==> src/rtl/match_health_ctrl_pkg.sv <==
// Shared definitions for the two-fighter match controller: phase encodings,
// parameter defaults and the round-winner decision.
package match_health_ctrl_pkg;

  localparam int PHASE_W = 2;

  localparam logic [PHASE_W-1:0] PH_IDLE       = 2'd0;
  localparam logic [PHASE_W-1:0] PH_FIGHT      = 2'd1;
  localparam logic [PHASE_W-1:0] PH_ROUND_END  = 2'd2;
  localparam logic [PHASE_W-1:0] PH_MATCH_OVER = 2'd3;

  localparam int DEF_HEALTH_W      = 3;
  localparam int DEF_MAX_HEALTH    = 5;
  localparam int DEF_ROUND_W       = 2;
  localparam int DEF_ROUNDS_TO_WIN = 2;
  localparam int DEF_INVULN_TICKS  = 8;
  localparam int DEF_TIMER_W       = 13;
  localparam int DEF_ROUND_TICKS   = 5400;
  localparam int DEF_PAUSE_TICKS   = 120;

  typedef enum logic [1:0] {
    WIN_NONE = 2'd0,
    WIN_P1   = 2'd1,
    WIN_P2   = 2'd2
  } round_winner_t;

  // Higher remaining health takes the round; this covers a single KO (the
  // survivor is higher) as well as a timeout. Equal values, including a
  // double KO, are a draw.
  function automatic round_winner_t pick_winner(input int unsigned h1, input int unsigned h2);
    if (h1 > h2) return WIN_P1;
    if (h2 > h1) return WIN_P2;
    return WIN_NONE;
  endfunction

endpackage

==> src/rtl/match_health_ctrl_if.sv <==
// Bundle between hit logic / fsm / renderer and the match controller.
// master drives the game-frame inputs, slave is the controller itself.
interface match_health_ctrl_if
  import match_health_ctrl_pkg::*;
#(
  parameter int HEALTH_W = DEF_HEALTH_W,
  parameter int ROUND_W  = DEF_ROUND_W,
  parameter int TIMER_W  = DEF_TIMER_W
);

  logic                tick;
  logic                start;
  logic                hit1_lands;
  logic                hit2_lands;
  logic [HEALTH_W-1:0] health1;
  logic [HEALTH_W-1:0] health2;
  logic [ROUND_W-1:0]  rounds1;
  logic [ROUND_W-1:0]  rounds2;
  logic [TIMER_W-1:0]  timer;
  logic                invuln1;
  logic                invuln2;
  logic                round_reset;
  logic [PHASE_W-1:0]  phase;
  logic                game_over1;
  logic                game_over2;

  modport master (
    output tick, start, hit1_lands, hit2_lands,
    input  health1, health2, rounds1, rounds2, timer, invuln1, invuln2,
           round_reset, phase, game_over1, game_over2
  );

  modport slave (
    input  tick, start, hit1_lands, hit2_lands,
    output health1, health2, rounds1, rounds2, timer, invuln1, invuln2,
           round_reset, phase, game_over1, game_over2
  );

endinterface

==> src/rtl/match_health_ctrl_fighter_health.sv <==
// One fighter's health and post-hit invulnerability. Exposes the value the
// health register takes on this clock so the round decision sees the same tick.
module fighter_health
  import match_health_ctrl_pkg::*;
#(
  parameter int HEALTH_W     = DEF_HEALTH_W,
  parameter int MAX_HEALTH   = DEF_MAX_HEALTH,
  parameter int INVULN_TICKS = DEF_INVULN_TICKS
) (
  input  logic                clk,
  input  logic                reset,
  input  logic                tick,
  input  logic                reload,
  input  logic                hit_in,
  input  logic                freeze,
  output logic [HEALTH_W-1:0] health,
  output logic [HEALTH_W-1:0] health_next,
  output logic                invuln,
  output logic                ko
);

  localparam int INV_W = $clog2(INVULN_TICKS + 1);
  localparam logic [HEALTH_W-1:0] HEALTH_LOAD = HEALTH_W'(MAX_HEALTH);
  localparam logic [INV_W-1:0]    INV_LOAD    = INV_W'(INVULN_TICKS);

  logic [INV_W-1:0] inv_cnt;
  logic [INV_W-1:0] inv_next;

  // A hit only counts while the counter is already zero, so the tick on which
  // it counts down to zero still ignores hits.
  always_comb begin
    health_next = health;
    inv_next    = inv_cnt;
    if (tick) begin
      if (reload) begin
        health_next = HEALTH_LOAD;
        inv_next    = '0;
      end else if (hit_in && !freeze && (inv_cnt == '0)) begin
        health_next = (health == '0) ? '0 : health - 1'b1;
        inv_next    = INV_LOAD;
      end else if (inv_cnt != '0) begin
        inv_next = inv_cnt - 1'b1;
      end
    end
  end

  always_ff @(posedge clk or posedge reset) begin
    if (reset) begin
      health  <= HEALTH_LOAD;
      inv_cnt <= '0;
    end else begin
      health  <= health_next;
      inv_cnt <= inv_next;
    end
  end

  assign invuln = (inv_cnt != '0);
  assign ko     = (health_next == '0);

endmodule

==> src/rtl/match_health_ctrl.sv <==
// Match controller: phase FSM, round timer, post-round pause and round wins
// for two fighters, advancing only on the game tick.
module match_health_ctrl
  import match_health_ctrl_pkg::*;
#(
  parameter int HEALTH_W      = DEF_HEALTH_W,
  parameter int MAX_HEALTH    = DEF_MAX_HEALTH,
  parameter int ROUND_W       = DEF_ROUND_W,
  parameter int ROUNDS_TO_WIN = DEF_ROUNDS_TO_WIN,
  parameter int INVULN_TICKS  = DEF_INVULN_TICKS,
  parameter int TIMER_W       = DEF_TIMER_W,
  parameter int ROUND_TICKS   = DEF_ROUND_TICKS,
  parameter int PAUSE_TICKS   = DEF_PAUSE_TICKS
) (
  input logic               clk,
  input logic               reset,
  match_health_ctrl_if.slave bus
);

  localparam int PAUSE_W = $clog2(PAUSE_TICKS + 1);
  localparam logic [TIMER_W-1:0] ROUND_LOAD  = TIMER_W'(ROUND_TICKS);
  localparam logic [ROUND_W-1:0] ROUNDS_GOAL = ROUND_W'(ROUNDS_TO_WIN);
  localparam logic [PAUSE_W-1:0] PAUSE_LOAD  = PAUSE_W'(PAUSE_TICKS - 1);

  logic [PHASE_W-1:0]  phase;
  logic [TIMER_W-1:0]  timer;
  logic [TIMER_W-1:0]  timer_dec;
  logic [PAUSE_W-1:0]  pause_cnt;
  logic [ROUND_W-1:0]  rounds1;
  logic [ROUND_W-1:0]  rounds2;
  logic                round_reset;
  logic                start_round;
  logic                reload;
  logic                freeze;
  logic                match_won;
  logic                round_over;
  logic [HEALTH_W-1:0] health1;
  logic [HEALTH_W-1:0] health2;
  logic [HEALTH_W-1:0] health1_next;
  logic [HEALTH_W-1:0] health2_next;
  logic                invuln1;
  logic                invuln2;
  logic                ko1;
  logic                ko2;
  round_winner_t       winner;

  assign freeze    = (phase != PH_FIGHT);
  assign match_won = (rounds1 == ROUNDS_GOAL) || (rounds2 == ROUNDS_GOAL);

  // Any transition into FIGHT reloads both fighters on the same tick.
  always_comb begin
    start_round = 1'b0;
    case (phase)
      PH_IDLE, PH_MATCH_OVER: start_round = bus.start;
      PH_ROUND_END:           start_round = (pause_cnt == '0) && !match_won;
      default:                start_round = 1'b0;
    endcase
  end

  assign reload = bus.tick && start_round;

  // Player 1 loses health when player 2's hit lands, and vice versa.
  fighter_health #(
    .HEALTH_W    (HEALTH_W),
    .MAX_HEALTH  (MAX_HEALTH),
    .INVULN_TICKS(INVULN_TICKS)
  ) u_fighter1 (
    .clk        (clk),
    .reset      (reset),
    .tick       (bus.tick),
    .reload     (reload),
    .hit_in     (bus.hit2_lands),
    .freeze     (freeze),
    .health     (health1),
    .health_next(health1_next),
    .invuln     (invuln1),
    .ko         (ko1)
  );

  fighter_health #(
    .HEALTH_W    (HEALTH_W),
    .MAX_HEALTH  (MAX_HEALTH),
    .INVULN_TICKS(INVULN_TICKS)
  ) u_fighter2 (
    .clk        (clk),
    .reset      (reset),
    .tick       (bus.tick),
    .reload     (reload),
    .hit_in     (bus.hit1_lands),
    .freeze     (freeze),
    .health     (health2),
    .health_next(health2_next),
    .invuln     (invuln2),
    .ko         (ko2)
  );

  assign timer_dec  = (timer == '0) ? '0 : timer - 1'b1;
  assign round_over = ko1 || ko2 || (timer_dec == '0);
  assign winner     = pick_winner(32'(health1_next), 32'(health2_next));

  // round_reset is a one-clock pulse: cleared every clock, set only on the
  // tick that opens a round.
  always_ff @(posedge clk or posedge reset) begin
    if (reset) begin
      phase       <= PH_IDLE;
      timer       <= ROUND_LOAD;
      pause_cnt   <= '0;
      rounds1     <= '0;
      rounds2     <= '0;
      round_reset <= 1'b0;
    end else begin
      round_reset <= 1'b0;
      if (bus.tick) begin
        case (phase)
          PH_IDLE: begin
            if (bus.start) begin
              phase       <= PH_FIGHT;
              timer       <= ROUND_LOAD;
              round_reset <= 1'b1;
            end
          end
          PH_FIGHT: begin
            timer <= timer_dec;
            if (round_over) begin
              phase     <= PH_ROUND_END;
              pause_cnt <= PAUSE_LOAD;
              if (winner == WIN_P1) rounds1 <= rounds1 + 1'b1;
              if (winner == WIN_P2) rounds2 <= rounds2 + 1'b1;
            end
          end
          PH_ROUND_END: begin
            if (pause_cnt != '0) begin
              pause_cnt <= pause_cnt - 1'b1;
            end else if (match_won) begin
              phase <= PH_MATCH_OVER;
            end else begin
              phase       <= PH_FIGHT;
              timer       <= ROUND_LOAD;
              round_reset <= 1'b1;
            end
          end
          PH_MATCH_OVER: begin
            if (bus.start) begin
              phase       <= PH_FIGHT;
              timer       <= ROUND_LOAD;
              rounds1     <= '0;
              rounds2     <= '0;
              round_reset <= 1'b1;
            end
          end
          default: phase <= PH_IDLE;
        endcase
      end
    end
  end

  assign bus.health1     = health1;
  assign bus.health2     = health2;
  assign bus.rounds1     = rounds1;
  assign bus.rounds2     = rounds2;
  assign bus.timer       = timer;
  assign bus.invuln1     = invuln1;
  assign bus.invuln2     = invuln2;
  assign bus.round_reset = round_reset;
  assign bus.phase       = phase;
  assign bus.game_over1  = (phase == PH_MATCH_OVER) && (rounds2 == ROUNDS_GOAL);
  assign bus.game_over2  = (phase == PH_MATCH_OVER) && (rounds1 == ROUNDS_GOAL);

endmodule
==> src/flat_wrapper.sv <==
// flat-port wrapper written by rule: the top's interface ports become plain ports
module match_health_ctrl_flat import match_health_ctrl_pkg::*;
#(
  parameter int HEALTH_W      = DEF_HEALTH_W,
  parameter int MAX_HEALTH    = DEF_MAX_HEALTH,
  parameter int ROUND_W       = DEF_ROUND_W,
  parameter int ROUNDS_TO_WIN = DEF_ROUNDS_TO_WIN,
  parameter int INVULN_TICKS  = DEF_INVULN_TICKS,
  parameter int TIMER_W       = DEF_TIMER_W,
  parameter int ROUND_TICKS   = DEF_ROUND_TICKS,
  parameter int PAUSE_TICKS   = DEF_PAUSE_TICKS
)
  (clk, reset, bus_tick, bus_start, bus_hit1_lands, bus_hit2_lands, bus_health1, bus_health2, bus_rounds1, bus_rounds2, bus_timer, bus_invuln1, bus_invuln2, bus_round_reset, bus_phase, bus_game_over1, bus_game_over2);
  match_health_ctrl_if #(.HEALTH_W(HEALTH_W), .ROUND_W(ROUND_W), .TIMER_W(TIMER_W)) bus_i ();
  input logic clk;
  input logic reset;
  input wire logic [$bits(bus_i.tick)-1:0] bus_tick;
  input wire logic [$bits(bus_i.start)-1:0] bus_start;
  input wire logic [$bits(bus_i.hit1_lands)-1:0] bus_hit1_lands;
  input wire logic [$bits(bus_i.hit2_lands)-1:0] bus_hit2_lands;
  output wire logic [$bits(bus_i.health1)-1:0] bus_health1;
  output wire logic [$bits(bus_i.health2)-1:0] bus_health2;
  output wire logic [$bits(bus_i.rounds1)-1:0] bus_rounds1;
  output wire logic [$bits(bus_i.rounds2)-1:0] bus_rounds2;
  output wire logic [$bits(bus_i.timer)-1:0] bus_timer;
  output wire logic [$bits(bus_i.invuln1)-1:0] bus_invuln1;
  output wire logic [$bits(bus_i.invuln2)-1:0] bus_invuln2;
  output wire logic [$bits(bus_i.round_reset)-1:0] bus_round_reset;
  output wire logic [$bits(bus_i.phase)-1:0] bus_phase;
  output wire logic [$bits(bus_i.game_over1)-1:0] bus_game_over1;
  output wire logic [$bits(bus_i.game_over2)-1:0] bus_game_over2;
  assign bus_i.tick = bus_tick;
  assign bus_i.start = bus_start;
  assign bus_i.hit1_lands = bus_hit1_lands;
  assign bus_i.hit2_lands = bus_hit2_lands;
  assign bus_health1 = bus_i.health1;
  assign bus_health2 = bus_i.health2;
  assign bus_rounds1 = bus_i.rounds1;
  assign bus_rounds2 = bus_i.rounds2;
  assign bus_timer = bus_i.timer;
  assign bus_invuln1 = bus_i.invuln1;
  assign bus_invuln2 = bus_i.invuln2;
  assign bus_round_reset = bus_i.round_reset;
  assign bus_phase = bus_i.phase;
  assign bus_game_over1 = bus_i.game_over1;
  assign bus_game_over2 = bus_i.game_over2;
  match_health_ctrl #(.HEALTH_W(HEALTH_W), .MAX_HEALTH(MAX_HEALTH), .ROUND_W(ROUND_W), .ROUNDS_TO_WIN(ROUNDS_TO_WIN), .INVULN_TICKS(INVULN_TICKS), .TIMER_W(TIMER_W), .ROUND_TICKS(ROUND_TICKS), .PAUSE_TICKS(PAUSE_TICKS)) u_core (.clk(clk), .reset(reset), .bus(bus_i));
endmodule
==> config.mk <==
export PLATFORM = sky130hd
export DESIGN_NAME = match_health_ctrl_flat
export DESIGN_NICKNAME = d
export VERILOG_FILES = /design/src/rtl/match_health_ctrl_pkg.sv /design/src/rtl/match_health_ctrl_if.sv /design/src/rtl/match_health_ctrl_fighter_health.sv /design/src/rtl/match_health_ctrl.sv /design/src/flat_wrapper.sv
export SDC_FILE = /design/constraint.sdc
export NUM_CORES = 1
export LEC_CHECK = 0
export ABC_AREA = 1
export ABC_CLOCK_PERIOD_IN_PS = 3880
export CORE_MARGIN = 4
export CORE_UTILIZATION = 62
export CTS_BUF_LIST = sky130_fd_sc_hd__clkbuf_4
export CTS_CLUSTER_SIZE = 10
export DETAILED_ROUTE_END_ITERATION = 8
export GPL_ROUTABILITY_DRIVEN = 0
export PLACE_DENSITY_LB_ADDON = 0.05
export REMOVE_ABC_BUFFERS = 1
export SYNTH_ARGS = -nofsm -noshare
export SYNTH_HDL_FRONTEND = slang
export SYNTH_HIERARCHICAL = 1
export SYNTH_SLANG_ARGS = --single-unit
==> constraint.sdc <==
create_clock -name clk -period 3.88 [get_ports clk]
set_clock_uncertainty 0.05 [all_clocks]
set_input_delay 0.388 -clock clk [delete_from_list [all_inputs] [get_ports clk]]
set_output_delay 0.388 -clock clk [all_outputs]
set_load 0.1 [all_outputs]
==> results.md, run 1 <==
- Status: complete, no violations
- CP Depth: 19
- CORE AREA: 4440 um^2
- Die Y-Extent: 76.2 um
- Worst-case reg-to-reg path depth: 19
- Ant. Diodes: 0
- Initial DRC Count: 229
- RSZ-0062 raised after global routing: false
- Crit path buf inv count: 4
- Combinational share of power: 0.671
- Final cell utilization of the core: 0.751
- Initial antenna violation count: 0
- Setup Fix Bufs, Post-CTS: 0
- Gr usage total: 0.234
- HPWL after DPL: 4800 um
- Hold-fix buffers, CTS: 0
- Crit path from: u_core/pause_cnt[2]
- Crit path largest cell delay: 0.45 ns
- Filler cells: 376
- Mapped Area: 2890 um^2
- Clock share of power: 0.073
- Sequential Power Share: 0.255
- Library cells used by synthesis: 38
- IO Count: 36
- Detail Route Antenna Nets: 0
- Post-DR vias/cell: 5.50
- Pin count of the biggest net entering global routing: 28
- Yosys warns: 6
- Clk_lat worst skew: 0.35 ns
- Arr. time, crit path: 3.53 ns
- P_int: 1.24 mW
- Yosys top cell by area: dfrtp_1
- Worst slew pin tran: 1.07 ns
- Most frequent cells in the layout: nand2_1 (86), inv_1 (71), nor2_1 (41)
- Sequential-to-total area share from yosys stat: 0.359
- Sw power: 1.74 mW
- Row cnt: 24
- VDD IR max: 670 uV
- WL final: 6310 um
- Setup tns final: 0 ns
- Layout cells sized above 1: 0.122
- Crit path launch type: flip-flop
- R2R Path End: u_core/bus.rounds1[1]
- Cts bufs inserted: 5
- Nets@finish: 457
- Crit end category: flip-flop
- Global route overflow: 0
- Syn-to-layout area delta: 15.6%
- Die ar.: 5810 um^2
- CTS tree: built
- Switching share of power: 0.585
- Flop2flop setup slack: 0.56 ns
- Clk pin slew, worst setup/hold paths: 0.13 ns
- Post-CTS sizing: 0
- P per Cell Area: 894 nW/um^2
- Delay-heaviest family, CP: simple AND/OR/NAND/NOR gates
- Seq cells post-synth: 41
- Syn Inst Count: 394
- Fin crit period: 3.32 ns
- Initial Utilization: 0.649
- Crit-path cells: nor2_1 -> nand2_1 -> inv_1 -> nand3_1 -> inv_1 -> a32oi_1 -> nor3_1 -> inv_1 -> nand3_1 -> nor2_1 -> a21oi_2 -> inv_1 -> ha_1 -> nand2_1 -> o21ai_0 -> o21ai_0 -> nand3_1 -> nand2_1 -> nand2_1
- Router iterations before antenna repair: 5
- Crit Path Class: flip-flop to flip-flop
- Max cap viols: 0
- Clock root buffer: clkbuf_4
- Most common cell after layout, fill and taps aside: nand2_1
- Critical path endpoint: u_core/bus.rounds1[1]
- Clock sinks: 41
- Leakage power: 1.74 nW
- Highest fanout seen on the critical path: 5
- Mean post-synth cell area: 7.33 um^2
- Routed WL per cell: 13.0 um
- Maximum clock rate: 301 MHz
- R2r startpoint: u_core/pause_cnt[2]
- Hold Vio Cnt, Final: 0
- First-pass GRT wire length: 11500 um
- Routed vias: 2674
- Max Root-Sink Buffers: 2
- Critical Path RT: 4.08 ns
- Vias in the first global route: 2571
- Final setup fails: 0
- Post-synth top area share: 0.277
- H-tree levels: 2
- Die width: 76.2 um
- Top cells by area, synth: dfrtp_1 (28%), nand2_1 (11%), inv_1 (9.2%), dfstp_2 (8.2%), ha_1 (7.8%)
- Max stage delay cell, worst path: nor3_1
- Hold Crit Class: input port to asynchronous set/reset pin
- Tcrit/Tclk final: 0.857
- Final Max Tran Viols: 0
- Slew margin rel.: 0.288
- PortBufs: 35
- # DRC: 0
## worst min path at each step
stage                                   end  slack (ns)  cells past startpoint
2_1_floorplan   u_core/u_fighter1/health[1]        0.14                      1
3_3_place_gp            u_core/pause_cnt[0]        0.41                      2
3_5_place_dp            u_core/pause_cnt[0]        0.43                      2
4_1_cts        u_core/u_fighter1/inv_cnt[3]        0.29                      2
5_1_grt        u_core/u_fighter1/inv_cnt[2]        0.29                      2
6_report       u_core/u_fighter1/inv_cnt[0]        0.28                      2
## synth_stat cells
cell type / n
inv_2: 1
ha_1: 18
buf_2: 1
a31oi_1: 2
nand2_4: 2
inv_1: 71
nor2_1: 41
o21bai_1: 1
dfrtp_1: 32
a21oi_1: 7
a22oi_1: 3
mux2i_1: 1
xor2_1: 6
o22ai_1: 7
a211oi_1: 1
o21ai_0: 14
nand4_1: 11
nand2_1: 86
buf_6: 2
clkbuf_2: 1
a32oi_1: 1
clkinv_1: 1
o31ai_1: 1
a2bb2oi_1: 1
o21ai_2: 8
a21oi_2: 1
nand3_2: 1
nor3_1: 4
or2_2: 2
nor2_4: 3
dfstp_2: 9
clkbuf_1: 1
nor2_2: 9
nand4_2: 1
o211ai_1: 2
nand2_2: 6
xnor2_1: 2
nand3_1: 33
## kinds of logic (layout without fill, tap and decap cells)
logic type | count (synthesis) | in the layout | synth area share
and+or+nand+nor | 199 | 199 | 0.317
buffers and inverters | 78 | 118 | 0.107
adders and majority gates | 18 | 18 | 0.0780
xor gates and xnor gates | 8 | 8 | 0.0243
DFF | 41 | 41 | 0.359
AOI/OAI and AO/OA | 49 | 49 | 0.110
muxes | 1 | 1 | 0.00347
## per-stage QoR
step / cells / power [mW] / hold slack [ns] / setup WS [ns] / instance area, um^2
after floorplan: 389 / 2.32 / 0.140 / 0.546 / 2850
after global placement: 478 / 2.70 / 0.414 / 0.816 / 3280
after detailed placement: 478 / 2.75 / 0.427 / 0.615 / 3280
after CTS: 486 / 2.98 / 0.287 / 0.659 / 3340
after global routing: 486 / 3.22 / 0.289 / 0.302 / 3340
final: 486 / 2.98 / 0.277 / 0.555 / 3340
## sequential cells by signal, summed over array words and instances (netlist names), 2 cells and up
register / flops
u_core/u_fighter2/health: 3
u_core/bus.timer: 13
u_core/bus.phase: 2
u_core/bus.rounds2: 2
u_core/u_fighter2/inv_cnt: 4
u_core/bus.rounds1: 2
u_core/u_fighter1/health: 3
u_core/pause_cnt: 7
u_core/u_fighter1/inv_cnt: 4
## power groups by stage
stage	clock network (mW)	logic, mW	registers [mW]
final	0.219	2.00	0.761
after global routing	0.246	2.19	0.791
after CTS	0.224	2.00	0.760
after detailed placement	0	1.99	0.765
after global placement	0	1.94	0.762
after floorplan	0	1.03	1.29
## per-layer routing
| layer | GRT usage | vias up | wire, um | part of all wire |
|---|---|---|---|---|
| met3 | 0.0402 | 8 | 293 | 0.046 |
| met1 | 0.316 | 1253 | 2890 | 0.46 |
| met2 | 0.391 | 82 | 3070 | 0.49 |
| met4 | 0.0598 | 0 | 55 | 0.0087 |
| li1 | - | 1331 | - | - |
| met5 | 0 | - | 0 | 0 |
## worst register-to-register path, delay by kind of cell, from the launching register on
| family | cells | cell delay, ns |
|---|---|---|
| compound gates | 4 | 0.67 |
| fa+ha+maj | 1 | 0.29 |
| buf+inv | 4 | 0.43 |
| flops | 1 | 0.44 |
| simple gates | 10 | 1.34 |
## layout make-up
cell class                 count  area, um^2  share of cell area
inverter                      73         274              0.0821
sequential                    41        1040               0.311
tap                           52        65.1              0.0195
clock inverter                 2        10.0             0.00300
timing repair buffer          37         365               0.110
multi-input combinational    275        1540               0.461
clock buffer                   6        45.0              0.0135
No activity file was read; power rests on OpenSTA's default activity.
==> run 2, diff against run 1 <==
--- a/config.mk
+++ b/config.mk
@@ -5,7 +5,6 @@
 export SDC_FILE = /design/constraint.sdc
 export NUM_CORES = 1
 export LEC_CHECK = 0
-export ABC_AREA = 1
 export ABC_CLOCK_PERIOD_IN_PS = 3880
 export CORE_MARGIN = 4
 export CORE_UTILIZATION = 62
==> run 2 against run 1 <==
Utilization up 0.96 points; die area down 0.38%; non-clock buffer count is 6 higher; cell area grew 0.60%; fmax fell by 9.6%.
==> results.md, run 2 <==
- Status: complete, no violations
- Die width: 76.1 um (-0.19%)
- Setup tns final: 0 ns (unchanged)
- Initial Utilization: 0.651 (+0.00158)
- CORE AREA: 4410 um^2 (-0.68%)
- Fin crit period: 3.68 ns (+0.354 ns)
- Hold Crit Class: input port to asynchronous set/reset pin
- Most common cell after layout, fill and taps aside: clkdlybuf4s50_1
- Seq cells post-synth: 41 (unchanged)
- Maximum clock rate: 272 MHz (-9.6%)
- Finished layout cell area: 3360 um^2 (+0.60%)
- Regs by FF count: u_core/bus.timer x13, u_core/pause_cnt x7
- Final setup fails: 0 (unchanged)
- Cts bufs inserted: 5 (unchanged)
- Mean post-synth cell area: 8.87 um^2 (+21%)
- Global route overflow: 0 (unchanged)
- Crit Path Class: flip-flop to flip-flop
- Gr usage total: 0.231 (-0.00303)
- Detail Route Antenna Nets: 0 (unchanged)
- Clock root buffer: clkbuf_4
- Delay-heaviest family, CP: simple AND/OR/NAND/NOR gates
- Row cnt: 24 (unchanged)
- Placed inst area: 3280 um^2 (-0.15%)
- First-pass GRT wire length: 11300 um (-2.0%)
- Worst slew pin tran: 1.06 ns (-0.00868 ns)
- Syn Inst Count: 324 (-18%)
- Crit-path cells: inv_1 -> ha_1 -> or3b_1 -> or4_1 -> a21oi_2 -> inv_1 -> ha_1 -> nor2b_1 -> o21a_1 -> o21ai_0 -> nand3_1 -> a21oi_4 -> mux2_4
- Highest fanout seen on the critical path: 8 (+3)
- Nets@finish: 384 (-16%)
- Busiest metal layer after global routing: met2
- Top-count cell post-synth: o21ai_0
- R2R Path End: u_core/bus.rounds1[0]
- Met3 usage: 0.0496 (+0.00946)
- R2r startpoint: u_core/u_fighter1/inv_cnt[0]
- Clock sinks: 41 (unchanged)
- Async S/R FF share, synth: 1.00 (unchanged)
- Largest register FFs: 13 (unchanged)
- DP Worst Slack: 0.280 ns (-0.335 ns)
- Setup slack after layout: 0.202 ns (-0.354 ns)
- Syn-to-layout area delta: 16.8%
- Synth Area in Compound Gates: 0.221 (+0.111)
- Worst-case reg-to-reg path depth: 13 (-6)
- Yosys warns: 6 (unchanged)
- Max cap viols: 0 (unchanged)
- Hold-fix buffers, CTS: 0 (unchanged)
- Initial DRC Count: 165 (-28%)
- Crit path largest cell delay: 0.59 ns (+0.14 ns)
- Post-synth EDFFs: 0 (unchanged)
- Layout cells sized above 1: 0.139 (+0.0164)
- Routed vias: 2574 (-3.7%)
- # DRC: 0 (unchanged)
- Die Y-Extent: 76.1 um (-0.19%)
- Post-CTS sizing: 0 (unchanged)
- CTS tree: built
- IO Count: 36 (unchanged)
- Synth Area in XOR/XNOR: 0.00305 (-0.0212)
- Clk pin slew, worst setup/hold paths: 0.13 ns (about the same)
- Critical Path RT: 4.08 ns (about the same)
- Crit path launch type: flip-flop
- Initial antenna violation count: 0 (unchanged)
- PortBufs: 35 (unchanged)
- Mapped Area: 2870 um^2 (-0.43%)
- Pin count of the biggest net entering global routing: 28 (unchanged)
- Crit end category: flip-flop
- Ant. Diodes: 0 (unchanged)
- Slew margin rel.: 0.293 (+0.00580)
- Hold Vio Cnt, Final: 0 (unchanged)
- Max stage delay cell, worst path: or4_1
- Filler cells: 325 (-14%)
- Routed WL per cell: 15.7 um (+21%)
- Top cells by area, synth: dfrtp_1 (28%), dfstp_2 (8.2%), ha_1 (7.8%), o21ai_0 (5.9%), inv_1 (3.4%)
- Multiplexer share of the synthesized area: 0.0253 (+0.0218)
- Register area: 1040 um^2 (unchanged)
- Library cells used by synthesis: 67 (+76%)
- Post-synth top area share: 0.279 (+0.00121)
- Setup Fix Bufs, Post-CTS: 0 (unchanged)
- Router iterations before antenna repair: 4 (-1)
- Max Root-Sink Buffers: 2 (unchanged)
- Synth Area in Simple Gates: 0.249 (-0.0683)
- HPWL after DPL: 4680 um (-2.4%)
- Main synth FF type: dfrtp_1
- Most frequent cells in the layout: clkdlybuf4s50_1 (35), o21ai_0 (34), dfrtp_1 (32)
- Top reg by flops: u_core/bus.timer
- Area of the multi-input gates: 1660 um^2 (+7.7%)
- Die ar.: 5790 um^2 (-0.38%)
- Clk_lat worst skew: 0.35 ns (about the same)
- Yosys top cell by area: dfrtp_1
- Crit path buf inv count: 2 (-2)
- Final Max Tran Viols: 0 (unchanged)
- Met1 usage: 0.323 (+0.00704)
- Synth Area in Adders: 0.0784 (+0.000340)
- Tcrit/Tclk final: 0.948 (+0.0911)
- H-tree levels: 2 (unchanged)
- Vias in the first global route: 2392 (-7.0%)
- Synth cell count leaders: o21ai_0 (34), dfrtp_1 (32), inv_1 (26), nand2_1 (26), nor2_1 (26)
- Flop2flop setup slack: 0.20 ns (-0.35 ns)
- Arr. time, crit path: 3.88 ns (+0.35 ns)
- Sequential-to-total area share from yosys stat: 0.361 (+0.00156)
- Global-route met2 utilization: 0.357 (-0.0340)
- RSZ-0062 raised after global routing: false
- WL final: 6480 um (+2.7%)
- Post-DR vias/cell: 6.23 (+13%)
- Largest family of logic cells by synthesized area: simple AND/OR/NAND/NOR gates
-- run 2: changes by cell type in the layout (fill, tap and decap cells not counted), sizes merged, moves of 9 or more --
cell	delta
a21oi	+11
o21ai	+12
nand2	-68
nand3	-25
nor2	-27
inv	-45
nand4	-9
-- run 2: worst max-delay path by stage --
stage | start | to | slack, ns | cells after the start
final | u_core/u_fighter1/inv_cnt[0] | u_core/bus.rounds1[0] | 0.20 | 13
after global routing | u_core/pause_cnt[2] | u_core/bus.rounds1[0] | 0.02 | 15
after CTS | u_core/u_fighter1/inv_cnt[0] | u_core/bus.rounds1[0] | 0.25 | 13
after detailed placement | u_core/u_fighter1/inv_cnt[0] | u_core/bus.rounds1[0] | 0.28 | 13
after global placement | u_core/u_fighter1/inv_cnt[0] | u_core/bus.rounds1[0] | 0.42 | 13
after floorplan | u_core/bus.phase[1] | u_core/bus.rounds2[0] | -0.53 | 10
-- run 2: layout make-up --
| cell class | instances | area share |
|---|---|---|
| flip-flops and latches | 41 | 0.309 |
| clock inverters | 2 | 0.0104 |
| repair buffers | 43 | 0.122 |
| well taps | 52 | 0.0194 |
| multi-input cells | 241 | 0.494 |
| inverters | 28 | 0.0313 |
| clock buffers | 6 | 0.0134 |
-- run 2: logic make-up (layout without fill, tap and decap cells) --
kind of cell | Yosys count | count (layout)
compound gates | 94 | 94
xor+xnor | 1 | 1
fa+ha+maj | 18 | 18
buf+inv | 42 | 79
flops | 41 | 41
mux | 6 | 6
simple gates | 122 | 122
-- run 2: metrics by stage --
stage / hold slack [ns] / util / instances
2_1_floorplan: 0.140 / - / 310
3_3_place_gp: 0.438 / 0.742 / 405
3_5_place_dp: 0.460 / 0.742 / 405
4_1_cts: 0.267 / 0.760 / 413
5_1_grt: 0.276 / 0.760 / 413
6_report: 0.266 / 0.760 / 413
-- run 2: layer usage --
metal	vias up	wire length (um)	share of wire
met4	0	85	0.013
met1	1218	3050	0.47
met3	8	464	0.072
li1	1240	-	-
met5	-	0	0
met2	108	2880	0.44
Power of run 2 is not shown: default switching activity piles up to over one toggle a cycle in this logic, so the estimate is an artifact.
